<file path="src/rtl/mem_access_sequencer.sv">
// MEM-stage access sequencer: drives a single-outstanding req/gnt/rvalid data bus
// for loads, byte-strobed stores and two-beat vector stores. Optional watchdog: MEM_TIMEOUT_EN.
module mem_access_sequencer #(
  parameter int unsigned VEC_STRIDE     = 4,
  parameter int unsigned TIMEOUT_CYCLES = 255
) (
  input  logic        clk,
  input  logic        rst_n,
  input  logic        MemToRegM,
  input  logic [3:0]  MemWriteM,
  input  logic        MemWriteVecM,
  input  logic [31:0] AluOutM,
  input  logic [31:0] StoreDataM,
  input  logic [63:0] VecRegWriteData,
  output logic        bus_req,
  output logic        bus_we,
  output logic [31:0] bus_addr,
  output logic [31:0] bus_wdata,
  output logic [3:0]  bus_wstrb,
  input  logic        bus_gnt,
  input  logic        bus_rvalid,
  input  logic [31:0] bus_rdata,
  output logic [31:0] LoadDataM,
  output logic        stall_mem,
  output logic        flush_wb,
  output logic        busy,
  output logic        err
);

  typedef enum logic [2:0] {IDLE, REQ0, RSP0, REQ1, RSP1, DONE} state_t;
  typedef enum logic [1:0] {K_LOAD, K_STORE, K_VEC} kind_t;

  state_t state;
  kind_t  kind;
  logic   acc;

  assign acc = MemToRegM | (|MemWriteM) | MemWriteVecM;

`ifdef MEM_TIMEOUT_EN
  localparam int CW = (TIMEOUT_CYCLES > 255) ? $clog2(TIMEOUT_CYCLES + 1) : 8;
  logic [CW-1:0] wd_cnt;
  logic          timeout;

  // Fires on the cycle the count would reach the limit, so DONE follows exactly
  // TIMEOUT_CYCLES response-wait cycles.
  assign timeout = (wd_cnt == CW'(TIMEOUT_CYCLES - 1));
`else
  assign err = 1'b0;
`endif

  // NOTE: sequential state uses non-blocking assignments only, so every register
  // samples the pre-edge value of every other register regardless of statement order.
  always_ff @(posedge clk or negedge rst_n) begin
    if (!rst_n) begin
      state     <= IDLE;
      kind      <= K_LOAD;
      bus_req   <= 1'b0;
      bus_we    <= 1'b0;
      bus_addr  <= '0;
      bus_wdata <= '0;
      bus_wstrb <= '0;
      LoadDataM <= '0;
`ifdef MEM_TIMEOUT_EN
      err       <= 1'b0;
      wd_cnt    <= '0;
`endif
    end else begin
`ifdef MEM_TIMEOUT_EN
      err <= 1'b0;
`endif
      case (state)
        IDLE: begin
          if (acc) begin
            bus_req  <= 1'b1;
            bus_addr <= AluOutM;
            state    <= REQ0;
            if (MemWriteVecM) begin
              kind      <= K_VEC;
              bus_we    <= 1'b1;
              bus_wdata <= VecRegWriteData[31:0];
              bus_wstrb <= 4'hF;
            end else if (|MemWriteM) begin
              kind      <= K_STORE;
              bus_we    <= 1'b1;
              bus_wdata <= StoreDataM;
              bus_wstrb <= MemWriteM;
            end else begin
              kind      <= K_LOAD;
              bus_we    <= 1'b0;
              bus_wstrb <= 4'h0;
            end
          end
        end

        REQ0, REQ1: begin
          if (bus_gnt) begin
            bus_req <= 1'b0;
            state   <= (state == REQ0) ? RSP0 : RSP1;
`ifdef MEM_TIMEOUT_EN
            wd_cnt  <= '0;
`endif
          end
        end

        RSP0, RSP1: begin
          if (bus_rvalid) begin
            if (kind == K_LOAD) LoadDataM <= bus_rdata;
            if (state == RSP0 && kind == K_VEC) begin
              bus_addr  <= AluOutM + 32'(VEC_STRIDE);
              bus_wdata <= VecRegWriteData[63:32];
              bus_req   <= 1'b1;
              state     <= REQ1;
            end else begin
              state <= DONE;
            end
          end
`ifdef MEM_TIMEOUT_EN
          else if (timeout) begin
            state <= DONE;
            err   <= 1'b1;
            if (kind == K_LOAD) LoadDataM <= '0;
          end else begin
            wd_cnt <= wd_cnt + 1'b1;
          end
`endif
        end

        DONE:    state <= IDLE;
        default: state <= IDLE;
      endcase
    end
  end

  // Gated by rst_n so a reset drops the stall at once even while EX/MEM still holds an access.
  assign stall_mem = rst_n & (((state == IDLE) && acc) ||
                              (state inside {REQ0, RSP0, REQ1, RSP1}));
  assign flush_wb  = stall_mem;
  assign busy      = (state != IDLE);

endmodule

</file>
<file path="config.mk">
export PLATFORM = sky130hd
export DESIGN_NAME = mem_access_sequencer
export DESIGN_NICKNAME = d
export VERILOG_FILES = /design/src/rtl/mem_access_sequencer.sv
export SDC_FILE = /design/constraint.sdc
export NUM_CORES = 1
export LEC_CHECK = 0
export ABC_AREA = 1
export ABC_CLOCK_PERIOD_IN_PS = 4390
export CAP_MARGIN = 20
export CORE_MARGIN = 2
export CORE_UTILIZATION = 44
export CTS_CLUSTER_SIZE = 20
export DETAILED_ROUTE_END_ITERATION = 8
export HOLD_SLACK_MARGIN = 0.08
export PLACE_DENSITY = 0.92
export REMOVE_ABC_BUFFERS = 1
export SKIP_LAST_GASP = 1
export SYNTH_ARGS = -nofsm -noshare
export SYNTH_HDL_FRONTEND = slang
export SYNTH_SLANG_ARGS = --single-unit
export TNS_END_PERCENT = 100
</file>
<file path="constraint.sdc">
create_clock -name clk -period 4.39 [get_ports clk]
set_clock_uncertainty 0.15 [all_clocks]
set_input_delay 0.439 -clock clk [delete_from_list [all_inputs] [get_ports clk]]
set_output_delay 0.439 -clock clk [all_outputs]
set_load 0.02 [all_outputs]
</file>
### Yosys cells after proc, flatten, opt, wreduce, memory -nomap -nowiden

Index checks and enable logic that the tools add are counted.

* register bits: 107
* input bits: 170
* output and inout bits: 106
* logic and storage cells: 67

* add/subtract/negate cells: 1
* equal/unequal tests: 10
* multiplexer cells: 27
* bitwise gates (word level): 3
* reduce and logical (&&, ||, !) cells: 18

Operators with widths (count)
* 2-to-1 mux 32 bit: 8
* case mux 32 bit (2 select lines): 2
* adder 32 x 3 -> 32 bit, second input constant: 1
* 2-to-1 mux 3 bit: 5
* AND reduction 5 bit: 2
* case mux 3 bit (3 select lines): 1
* 2-to-1 mux 4 bit: 2
* != test 2 bit, second input constant: 4
* 2-to-1 mux 1 bit: 7
* equality test 3 x 2 -> 1 bit, second input constant: 2
* AND reduction 3 bit: 2
* nonzero test 3 bit: 2
* AND reduction 4 bit: 1
* nonzero test 4 bit: 1
* OR reduction 2 bit: 2
* OR reduction 4 bit: 1
* equality test 3 x 1 -> 1 bit, second input constant: 1
* equality test 3 bit, second input constant: 1
* logical NOT 3 bit: 1
* != test 3 bit, second input constant: 1
* case mux 1 bit (3 select lines): 1
* equality test 2 bit, second input constant: 1
* logical AND 1 bit: 2
* logical NOT 2 bit: 1
* other kinds (6): 7

### Depth between registers and ports, before layout

Gate-level depths: netlist (run 1).

* word-level depth: 6
* mapped depth: 12
* mapped depth without buffers: 11

### Worst setup path before layout (run 1)

OpenSTA, ideal clock, no wires.

* path kind: register to output
* start point: reg state[1]
* end point: out stall_mem
* arrival time: 1.322 ns
* required time: 3.801 ns
* setup slack: 2.479 ns
* stages on the path, launching flop included: 8
* buffers on the path: 1
* path through: dfrtp_1 > inv_2 > nand2_2 > nor2_1 > inv_2 > nor2_1 > nor2_1 > buf_4

* longest elaborated chain between the ends: 4
* elaborated cells between the ends (all ways): 9
* those cells by class: 4 x eq/ne; 1 x bitwise; 4 x reduce/logical

RTL lines
* from (decl): RTL line 33 `state_t state;`
* from (signal assigned): RTL line 98 `state <= (state == REQ0) ? RSP0 : RSP1;`
* equality test 3 x 1 -> 1 bit (tied with other cells): RTL line 136 `(state inside {REQ0, RSP0, REQ1, RSP1}));`
* nonzero test 4 bit or logical AND 1 bit (tied branches): RTL line 136, 135
* logical OR 1 bit *: RTL line 135 `assign stall_mem = rst_n & (((state == IDLE) && acc) ||`
* AND 1 bit *: RTL line 135
* to (decl): RTL line 24 `output logic stall_mem,`

Mark *: on every way between the ends. The rest lies on a longest branch, timed or not.

### Final worst setup path (run 1)

* start point: reg state[1]
* end point: reg bus_addr[18]

* longest elaborated chain between the ends: 4
* elaborated cells between the ends (all ways): 11
* those cells by class: 5 x eq/ne; 1 x mux; 5 x reduce/logical

RTL lines
* equality test 3 x 2 -> 1 bit or equality test 3 bit (tied branches): RTL line 71, 108
* OR reduction 2 bit or logical AND 1 bit (tied branches): RTL line 71, 108
* != test 2 bit (no source line) or nonzero test 2 bit (tied branches)
* AND reduction 4 bit (no source line)
* to (signal assigned): RTL line 75 `bus_addr <= AluOutM;`
* to (signal assigned): RTL line 109 `bus_addr <= AluOutM + 32'(VEC_STRIDE);`
* to (decl): RTL line 17 `output logic [31:0] bus_addr,`

Parallel ways exist; a longest one is shown, timed or not.
A chain may end at the register's enable or synchronous reset.

==> results.txt, run 1 <==
----------------------------------------------------
[Finish]
  Fin nets ... approximately 1200
  Fill cell instance count of the final layout ... between 1000 and 1500
  Count of antenna diodes in the layout ... 0
  Share of post-route cells with drive strength above 1 ... between 6 and 7%
  Leading cell type in the layout, fill and taps excluded ... sky130_fd_sc_hd__nand2_1
  Synth-to-Final Area Change ... 53.3%
  Final design area excluding fillers ... 8900 um^2
  Commonest cells after routing, fill and taps aside ... sky130_fd_sc_hd__nand2_1 (285), sky130_fd_sc_hd__clkdlybuf4s50_1 (273), sky130_fd_sc_hd__dfrtp_1 (107), sky130_fd_sc_hd__nor2_1 (82), sky130_fd_sc_hd__nand3_1 (74)

[Timing]
  Final hold viol count ... 0
  RSZ-0062 raised after global routing ... no
  Part of the cycle the worst path needs ... 75.1%
  Minimum clock period after layout ... approximately 3.3 ns
  Relative slew margins ... between 30% and 40%
  Measured slew at the worst slew-check pin ... approximately 0.91 ns
  Final setup violation count ... 0
  Minimum setup slack in the final design ... approximately 1.1 ns
  Number of slew-limit violations in the final report ... 0
  Top achievable clock speed ... between 300 and 400 MHz
  Hold slack ... between 0.3 and 0.4 ns
  Final setup TNS ... 0 ns

[Floorplan]
  Starting utilization of the core area ... a little under half
  Die span in x ... between 100 and 150 um
  Area of the die ... roughly 14000 um^2
  Number of rows created at floorplan ... around 40
  Chip height ... 119 um
  Top Ports ... about 280
  Area of the placeable core ... about 13000 um^2

[Synth]
  Mux share of post-synthesis cell area ... 6.21%
  Combinational family with the most area after synthesis ... simple AND/OR/NAND/NOR gates
  Xor-xnor portion of the synthesized cell area ... approximately 1.2%
  Synth top area cells ... sky130_fd_sc_hd__dfrtp_1 (46%), sky130_fd_sc_hd__nand2_1 (18%), sky130_fd_sc_hd__nand3_1 (6.4%), sky130_fd_sc_hd__nor2_1 (5.3%), sky130_fd_sc_hd__mux2_2 (5.0%)
  Synth top area share ... a little under half
  Sequential element share of the synthesized area ... around 46%
  Compound-gate portion of the synthesized area ... under 10%
  Count of yosys warnings during synthesis ... 0
  Synthesized area per cell ... around 7.7 um^2
  Share of synthesized cell area in full adder, half adder and majority cells ... less than 1%
  Most area-hungry cell type in the Yosys netlist ... sky130_fd_sc_hd__dfrtp_1
  Flop and latch count out of synthesis ... ~110
  Total standard cell area after synthesis ... between 5000 and 6000 um^2
  Synthesized instance count ... ~760
  Number of library cell types mapped by synthesis ... 30
  Area share of and/or/nand/nor cells after synthesis ... approximately 34%

[Detailed routing]
  Residual antenna-violating net count after detailed routing ... 0
  Detailed-route wire length per cell ... ~15 um
  DRC ... 0
  DRT Wirelength ... 18.1 mm
  Via density per instance ... slightly above 5
  Total via count in the routed design ... around 6000
  Starting DRC count in detailed routing ... 513
  Detailed-routing iteration count for the pre-antenna-repair pass ... 5

[Critical path]
  Data arrival time at the worst-slack endpoint ... 3.38 ns
  Critical Path End Type ... register
  Highest net fanout along the worst path ... 76
  Category of the critical setup timing path ... register to register
  Required time of the critical path ... around 4.5 ns
  CP Launch Type ... register

[Power]
  Switching part of the total power ... between 40% and 50%
  Power Internal ... 0.00347 W
  Share of power burned in the clock network ... about an eighth
  Proportion of power drawn by combinational gates ... about three fifths
  Net Sw Power ... 0.00272 W
  Power Density ... between 600 and 700 nW/um^2
  Peak supply drop ... about 0.00047 V
  Leakage dissipation ... roughly 4.1 nW
  Sequential share of power ... 28.9%

[Clocking]
  Total clock buffers created by CTS ... 9
  H-Tree Level Count ... 3
  Clock Sink Count ... 107
  Number of gates resized after cts ... 0
  Total of hold buffers inserted after clock tree synthesis ... 1
  Setup Buffers After CTS ... 0
  Clk_lat worst skew ... 0.34 ns
  Buffers from clock root to sink, at most ... 2
  TritonCTS clock tree ... built
  Clock Tree Root ... sky130_fd_sc_hd__clkbuf_16
  Post-CTS clock slew at the launch and capture registers of the worst setup and hold paths ... about 0.070 ns

[Place]
  Estimated wirelength of the detail-placed design ... roughly 14 mm
  Total cell area at the placement stage ... between 8000 and 9000 um^2
  Placer Congestion ... slightly above 0.9
  Placement Setup Slack ... between 1 and 1.5 ns
  IO buf count ... 274

[GRT]
  Total gr overflow ... 0
  Vias in the first global route ... 5930
  Pin count of the biggest net entering global routing ... 77
  Initial antenna violation count ... 0
  Overall Global Routing Usage ... between 20 and 30%
  First-pass GRT wire length ... 28.6 mm

[Run status]
  Outcome ... finished clean

[Min path]
  Hold/Removal Path Class ... register to register

[Job]
  Max Cap Violations ... 0

----------------------------------------------------
-- kinds of logic after synthesis --
group,after synthesis
and+or+nand+nor,474
DFF,107
buffers and inverters,83
AOI/OAI and AO/OA,52
muxes,32
xor gates and xnor gates,8
adders and majority gates,1
other,1
-- through the flow --
step                utilization (%)  std cells  power, W
detailed placement             67.1       1171   0.00539
finish                         69.6       1189   0.00619
global placement               67.1       1171   0.00528
floorplan                         -        721   0.00374
CTS                            69.4       1188   0.00618
global route                   69.6       1189   0.00663
-- worst max-delay path, stage by stage, from the launching register on --
cell and delay (ns):
sky130_fd_sc_hd__dfrtp_1 0.40, sky130_fd_sc_hd__inv_2 0.06, sky130_fd_sc_hd__nand2_2 0.09, sky130_fd_sc_hd__nand2_2 0.10
sky130_fd_sc_hd__nand2_4 0.55, sky130_fd_sc_hd__inv_2 0.16, sky130_fd_sc_hd__o21ai_2 0.13, sky130_fd_sc_hd__nand2_1 0.11
sky130_fd_sc_hd__nor2_4 0.13, sky130_fd_sc_hd__buf_4 0.55, sky130_fd_sc_hd__inv_2 0.43, sky130_fd_sc_hd__nand2_1 0.19
sky130_fd_sc_hd__nand2_1 0.08
-- sequential cells by signal (all words and copies together), names as in the netlist --
register   count
state          3
bus_we         1
LoadDataM     32
bus_req        1
bus_wstrb      4
kind           2
bus_addr      32
bus_wdata     32
-- area by class of cell --
cell class	count	area [um^2]	area share, %
tap	172	215	2.42
inverter	46	173	1.94
sequential	107	2680	30.1
timing repair buffer	280	2810	31.6
clock buffer	9	225	2.53
multi-input combinational	568	2730	30.7
clock inverter	7	63.8	0.717
-- layer usage --
layer,wire length [um],share of wire [%],track usage (%)
met1,7080,39,29.3
met2,9200,51,46.5
met3,1440,8.0,4.74
met4,380,2.1,8.93
met5,0,0,0
-- synthesized netlist by cell type, drive strengths merged --
cell type,number
nand2,289
dfrtp,107
nor2,84
nand3,75
inv,45
a31oi,32
mux2,32
buf,24
nand4,19
clkbuf,13
o21ai,11
nor3,7
o21bai,7
xor2,6
xnor2,2
a21oi,1
clkinv,1
conb,1
ha,1
o21a,1
-- power by group through the flow --
stage	sequential, W	clock [W]	combinational (W)
after floorplan	0.00234	0	0.00139
after global placement	0.00178	0	0.00350
after detailed placement	0.00180	0	0.00359
after CTS	0.00179	0.000799	0.00360
after global routing	0.00185	0.000843	0.00394
final	0.00179	0.000779	0.00362
-- final timing paths --
path	end	start	slack (ns)	depth (start not counted)
max	bus_addr[18]	state[1]	1.09	12
min	bus_wdata[28]	bus_wdata[28]	0.32	2
max reg2reg	bus_addr[18]	state[1]	1.09	12
min reg2reg	bus_wdata[28]	bus_wdata[28]	0.32	2
max in group asynchronous	bus_wdata[13]	rst_n	2.36	3
min in group asynchronous	bus_addr[17]	rst_n	0.46	2
Power figures use the tool's default switching activity.
==> inputs of run 2 (changes only) <==
ABC_CLOCK_PERIOD_IN_PS = 3090   (was 4390)
CORE_UTILIZATION = 42   (was 44)
PLACE_DENSITY = 0.89   (was 0.92)
clock period = 3.09 ns   (was 4.39 ns; I/O delays follow)
==> run 2 against run 1 <==
  * Sequential share of layout area shrank 0.11 points
  * Via count shrank 1.4%
  * Total power grew 42%
  * Design area grew 0.35%
  * Critical path depth shrank 1
==> results.txt, run 2 (synthesis results as in run 1) <==
----------------------------------------------------
[GRT]
  First-pass GRT wire length ... 28.2 mm (-1.6%)
  Total gr overflow ... 0 (unchanged)
  Overall Global Routing Usage ... 24.0% (-1.3 points)
  Initial antenna violation count ... 0 (unchanged)
  Pin count of the biggest net entering global routing ... 65 (-16%)
  Vias in the first global route ... 5787 (-2.4%)

[Finish]
  Count of antenna diodes in the layout ... 0 (unchanged)
  Final design area excluding fillers ... 8930 um^2 (+0.35%)
  End-of-flow core utilization ... 66.9% (-2.8 points)
  Share of post-route cells with drive strength above 1 ... 6.46% (+0.37 points)
  Commonest cells after routing, fill and taps aside ... sky130_fd_sc_hd__nand2_1 (285), sky130_fd_sc_hd__clkdlybuf4s50_1 (273), sky130_fd_sc_hd__dfrtp_1 (107), sky130_fd_sc_hd__nor2_1 (82), sky130_fd_sc_hd__nand3_1 (74)
  Fin nets ... 1187 (+0.34%)
  Fill cell instance count of the final layout ... 1143 (+13%)
  Regs by FF count ... LoadDataM x32, bus_addr x32, bus_wdata x32
  Synth-to-Final Area Change ... 53.8%
  Leading cell type in the layout, fill and taps excluded ... sky130_fd_sc_hd__nand2_1

[Clocking]
  Clock Tree Root ... sky130_fd_sc_hd__clkbuf_16
  TritonCTS clock tree ... built
  Clock Sink Count ... 107 (unchanged)
  Clk_lat worst skew ... 0.34 ns (about the same)
  Number of gates resized after cts ... 0 (unchanged)
  Total clock buffers created by CTS ... 9 (unchanged)
  Post-CTS clock slew at the launch and capture registers of the worst setup and hold paths ... 0.08 ns (about the same)
  H-Tree Level Count ... 3 (unchanged)
  Buffers from clock root to sink, at most ... 2 (unchanged)
  Setup Buffers After CTS ... 0 (unchanged)

[Detailed routing]
  Via density per instance ... 5.09 (-2.1%)
  Starting DRC count in detailed routing ... 391 (-24%)
  Total via count in the routed design ... 6095 (-1.4%)
  DRC ... 0 (unchanged)
  Detailed-routing iteration count for the pre-antenna-repair pass ... 6 (+1)
  DRT Wirelength ... 18.0 mm (-0.40%)
  Residual antenna-violating net count after detailed routing ... 0 (unchanged)
  Detailed-route wire length per cell ... 15.1 um (-1.1%)

[Timing]
  Minimum clock period after layout ... 2.62 ns (-0.671 ns)
  Measured slew at the worst slew-check pin ... 0.874 ns (-0.0350 ns)
  Part of the cycle the worst path needs ... 84.9% (+9.9 points)
  Final hold viol count ... 0 (unchanged)
  Final setup violation count ... 0 (unchanged)
  Minimum setup slack in the final design ... 0.465 ns (-0.629 ns)
  Number of slew-limit violations in the final report ... 0 (unchanged)
  Relative slew margins ... 41.7% (+2.3 points)
  RSZ-0062 raised after global routing ... no
  Top achievable clock speed ... 381 MHz (+26%)

[Place]
  Estimated wirelength of the detail-placed design ... 13.7 mm (-0.34%)
  Total cell area at the placement stage ... 8620 um^2 (+0.55%)
  Placement Setup Slack ... 0.120 ns (-1.02 ns)
  Placer Congestion ... 0.882 (-3.0%)
  IO buf count ... 274 (unchanged)

[Critical path]
  Delay of the slowest cell on the worst path ... 0.42 ns (-0.13 ns)
  Start of the worst register-to-register path ... state[1]
  Library cell appearing most often on the critical path ... sky130_fd_sc_hd__nand2_1
  Buffers plus inverters on the worst setup path ... 2 (-2)
  Worst r2r path cells ... 11 (-1)
  Critical path depth ... 11 (-1)
  CP Launch Type ... register
  Cell with the largest stage delay on the worst path ... sky130_fd_sc_hd__dfrtp_1
  Top Family by Delay on Critical Path ... simple AND/OR/NAND/NOR gates
  Category of the critical setup timing path ... register to register
  Required time of the critical path ... 3.18 ns (-1.30 ns)
  Critical path, cell by cell ... nand2_1 -> nand2_2 -> nand2_4 -> inv_2 -> o21ai_2 -> nand2_1 -> nor2_4 -> nand2_1 -> buf_12 -> nand2_1 -> nand2_1
  Worst setup path start ... state[1]
  Data arrival time at the worst-slack endpoint ... 2.72 ns (-0.66 ns)
  Critical Path End Type ... register
  Highest net fanout along the worst path ... 22 (-71%)

[Power]
  Peak supply drop ... 0.000431 V (-8.6%)
  Leakage dissipation ... 4.09 nW (+0.18%)
  Power Density ... 986 nW/um^2 (+42%)

[Min path]
  Start point of the worst min-delay path ... bus_wdata[18]
  Number of instances on the worst hold path ... 2 (unchanged)
  Hold/Removal Path Class ... register to register

[Floorplan]
  Starting utilization of the core area ... 43.5% (-2.0 points)
  Die span in x ... 122 um (+2.3%)
  Area of the die ... 14800 um^2 (+4.6%)
  Chip height ... 122 um (+2.3%)
  Number of rows created at floorplan ... 42 (+2.4%)
  Top Ports ... 276 (unchanged)
  Area of the placeable core ... 13300 um^2 (+4.5%)

[Run status]
  Outcome ... finished clean

[Job]
  Max Cap Violations ... 0 (unchanged)

----------------------------------------------------
[run 2: path summary, 6_finish.rpt]
check                      slack, ns            end
min in group asynchronous       0.53    bus_addr[7]
setup / recovery                0.47   bus_wdata[0]
hold / removal                  0.33  bus_wdata[18]
hold reg to reg                 0.33  bus_wdata[18]
max in group asynchronous       1.07   bus_addr[13]
setup reg to reg                0.47   bus_wdata[0]
[run 2: worst register-to-register path, delay by kind of cell, from the launching register on]
kind                   cells  cell delay, ns
AO/OA/AOI/OAI              1            0.08
buffers and inverters      2            0.36
flip-flops                 1            0.42
AND/OR/NAND/NOR            8            1.50
[run 2: where the power goes]
part / leakage [nW] / switching [W] / internal (W)
Sequential: 1.30 / 0.000410 / 0.00214
Combinational: 2.65 / 0.00290 / 0.00222
Clock: 0.138 / 0.000561 / 0.000569
Total: 4.09 / 0.00387 / 0.00493
[run 2: timing repair]
action / CTS / global route
hold buffers: 1 / 0
hold endpoints to repair: 49 / 0
setup endpoints to repair: 0 / 22
[run 2: cell type report]
type,count,area (um^2),share of cell area [%]
timing repair buffer,283,2820,31.6
multi-input combinational,569,2740,30.7
sequential,107,2680,30.0
clock buffer,9,225,2.52
tap,176,220,2.47
inverter,46,173,1.93
clock inverter,7,68.8,0.771
[run 2: per-layer routing]
metal	vias to the layer above	global-route usage (%)	routed length (um)
met3	25	4.59	1370
met1	2816	29.8	7270
met2	285	42.5	9030
li1	2969	-	-
met5	-	0	0
met4	0	7.26	364
[run 2: metrics by stage]
step,hold WS (ns),TNS [ns],std cells,power [W]
floorplan,-0.137,-7.07,721,0.00531
global placement,0.305,0,1179,0.00755
detailed placement,0.309,0,1179,0.00771
CTS,0.327,0,1196,0.00885
global route,0.352,0,1197,0.00947
finish,0.326,0,1197,0.00880
==> inputs of run 3 (changes only) <==
ABC_CLOCK_PERIOD_IN_PS = 2500   (was 3090)
clock period = 2.5 ns   (was 3.09 ns; I/O delays follow)
==> run 3 against run 2 <==
  * Die area unchanged
  * Clock power up 33%
  * Wire length up 0.14%
  * Sequential power up 23%
  * Critical path type is now register to primary output
==> results.txt, run 3 (synthesis results as in run 1) <==
----------------------------------------------------
[Timing]
  Relative slew margins ... 43.9% (+2.2 points)
  RSZ-0062 raised after global routing ... no
  Minimum clock period after layout ... approximately 2.4 ns
  Hold slack ... 0.324 ns (-0.00247 ns)
  Final hold viol count ... 0 (unchanged)
  Final setup TNS ... 0 ns (unchanged)
  Top achievable clock speed ... between 400 and 500 MHz
  Part of the cycle the worst path needs ... a little over nine tenths
  Measured slew at the worst slew-check pin ... 0.841 ns (-0.0324 ns)
  Number of slew-limit violations in the final report ... 0 (unchanged)
  Final setup violation count ... 0 (unchanged)

[GRT]
  Vias in the first global route ... 5932 (+2.5%)
  Met2 track utilization from global routing ... 44.1% (+1.6 points)
  Overall Global Routing Usage ... 24.1% (+0.073 points)
  Total gr overflow ... 0 (unchanged)
  Pin count of the biggest net entering global routing ... 68 (+4.6%)
  Met1 track utilization from global routing ... 28.2% (-1.6 points)
  GR peak layer ... met2
  Global routing usage on met3 ... 4.96% (+0.37 points)
  First-pass GRT wire length ... 28.3 mm (+0.49%)
  Initial antenna violation count ... 0 (unchanged)

[Detailed routing]
  Residual antenna-violating net count after detailed routing ... 0 (unchanged)
  DRT Wirelength ... 18.1 mm (+0.14%)
  Detailed-routing iteration count for the pre-antenna-repair pass ... 6 (unchanged)
  Via density per instance ... 5.08 (-0.20%)
  Detailed-route wire length per cell ... 14.9 um (-0.85%)
  Total via count in the routed design ... 6144 (+0.80%)
  Starting DRC count in detailed routing ... 532 (+36%)
  DRC ... 0 (unchanged)

[Min path]
  Hold/Removal Path Class ... primary input to register

[Finish]
  Count of antenna diodes in the layout ... 0 (unchanged)
  Regs by FF count ... LoadDataM x32, bus_addr x32, bus_wdata x32
  Fin nets ... 1199 (+1.0%)
  Share of post-route cells with drive strength above 1 ... 7.55% (+1.1 points)
  Commonest cells after routing, fill and taps aside ... sky130_fd_sc_hd__nand2_1 (285), sky130_fd_sc_hd__clkdlybuf4s50_1 (273), sky130_fd_sc_hd__dfrtp_1 (107), sky130_fd_sc_hd__nor2_1 (82), sky130_fd_sc_hd__nand3_1 (74)
  Final design area excluding fillers ... 9070 um^2 (+1.6%)
  Leading cell type in the layout, fill and taps excluded ... sky130_fd_sc_hd__nand2_1
  Synth-to-Final Area Change ... 56.2%

[Floorplan]
  Area of the placeable core ... 13300 um^2 (unchanged)
  Top Ports ... 276 (unchanged)
  Number of rows created at floorplan ... 42 (unchanged)
  Chip height ... 122 um (unchanged)
  Die span in x ... 122 um (unchanged)
  Starting utilization of the core area ... 43.5% (unchanged)
  Area of the die ... 14800 um^2 (unchanged)

[Clocking]
  Clock Tree Root ... sky130_fd_sc_hd__clkbuf_16
  Clock Sink Count ... 107 (unchanged)
  Buffers from clock root to sink, at most ... 2 (unchanged)
  Total clock buffers created by CTS ... 9 (unchanged)
  TritonCTS clock tree ... built
  Post-CTS clock slew at the launch and capture registers of the worst setup and hold paths ... 0.07 ns (about the same)
  Number of gates resized after cts ... 0 (unchanged)
  Clk_lat worst skew ... 0.34 ns (about the same)
  H-Tree Level Count ... 3 (unchanged)

[Run status]
  Outcome ... finished clean

[Power]
  Peak supply drop ... 0.000593 V (+38%)
  Leakage dissipation ... 4.18 nW (+2.1%)
  Power Density ... 1240 nW/um^2 (+25%)

[Place]
  Total cell area at the placement stage ... 8710 um^2 (+1.1%)
  IO buf count ... 274 (unchanged)
  Placer Congestion ... 0.920 (+4.4%)
  Estimated wirelength of the detail-placed design ... 13.8 mm (+0.42%)

[Critical path]
  Category of the critical setup timing path ... register to primary output
  CP Launch Type ... register
  Data arrival time at the worst-slack endpoint ... 1.98 ns (-0.74 ns)
  Highest net fanout along the worst path ... 6 (-73%)
  Required time of the critical path ... 2.10 ns (-1.08 ns)
  Critical Path End Type ... primary output

[Job]
  Max Cap Violations ... 0 (unchanged)

----------------------------------------------------
## run 3: cell count changes in the layout (fill, tap and decap cells not counted), sizes merged
cell      before  now
bufinv         0    1
clkinv         2    4
inv           49   48
buf            9   21
clkinvlp       2    0
## run 3: layout make-up
cell class                      count  area, um^2
Clock inverter                      7        92.6
Timing Repair Buffer              295        2940
Sequential cell                   107        2680
Multi-Input combinational cell    569        2740
Inverter                           46         173
Tap cell                          176         220
Fill cell                        1086        4280
Clock buffer                        9         225
## run 3: final timing paths
check | slack (ns) | endpoint | start | depth (start not counted)
min in group asynchronous | 0.44 | state[0] | rst_n | 3
worst min-delay path | 0.32 | bus_addr[1] | AluOutM[1] | 3
worst min register to register | 0.32 | bus_wdata[8] | bus_wdata[8] | 2
max in group asynchronous | 0.52 | bus_addr[9] | rst_n | 4
worst max-delay path | 0.12 | stall_mem | state[1] | 7
worst max register to register | 0.35 | bus_addr[14] | state[1] | 12
## run 3: metrics by stage
| stage | total power (W) | util, % | cells | setup slack (ns) |
|---|---|---|---|---|
| after CTS | 0.0112 | 67.7 | 1205 | 0.0462 |
| after floorplan | 0.00656 | - | 721 | -0.811 |
| after detailed placement | 0.00968 | 65.3 | 1188 | -0.0363 |
| final | 0.0112 | 67.9 | 1209 | 0.119 |
| after global placement | 0.00945 | 65.3 | 1188 | 0.0826 |
| after global routing | 0.0120 | 67.9 | 1209 | 0.00791 |
## run 3: per-layer routing
metal	part of all wire [%]	vias to the layer above	routed length, um
met1	39	2828	7010
met5	0	-	0
met4	1.7	0	301
met3	8.4	21	1520
met2	51	294	9220
li1	-	3001	-
## run 3: timing repair
item / in CTS / in global routing
setup buffers: 0 / 3
hold buffers: 1 / 0
hold endpoints to repair: 40 / 0
endpoints found under the setup margin: 0 / 50
## run 3: critical path, stage by stage (launching register included)
cell and delay [ns]:
sky130_fd_sc_hd__dfrtp_1 0.42, sky130_fd_sc_hd__inv_2 0.07, sky130_fd_sc_hd__nand2_2 0.07, sky130_fd_sc_hd__nor2_1 0.20, sky130_fd_sc_hd__inv_2 0.11, sky130_fd_sc_hd__nor2_1 0.15
sky130_fd_sc_hd__nor2_1 0.07, sky130_fd_sc_hd__clkdlybuf4s50_1 0.54
## run 3: power breakdown
group	leakage (nW)	switching [W]	total, W	internal, W
Combinational	2.72	0.00368	0.00658	0.00290
Clock	0.155	0.000692	0.00150	0.000804
Sequential	1.30	0.000486	0.00313	0.00265
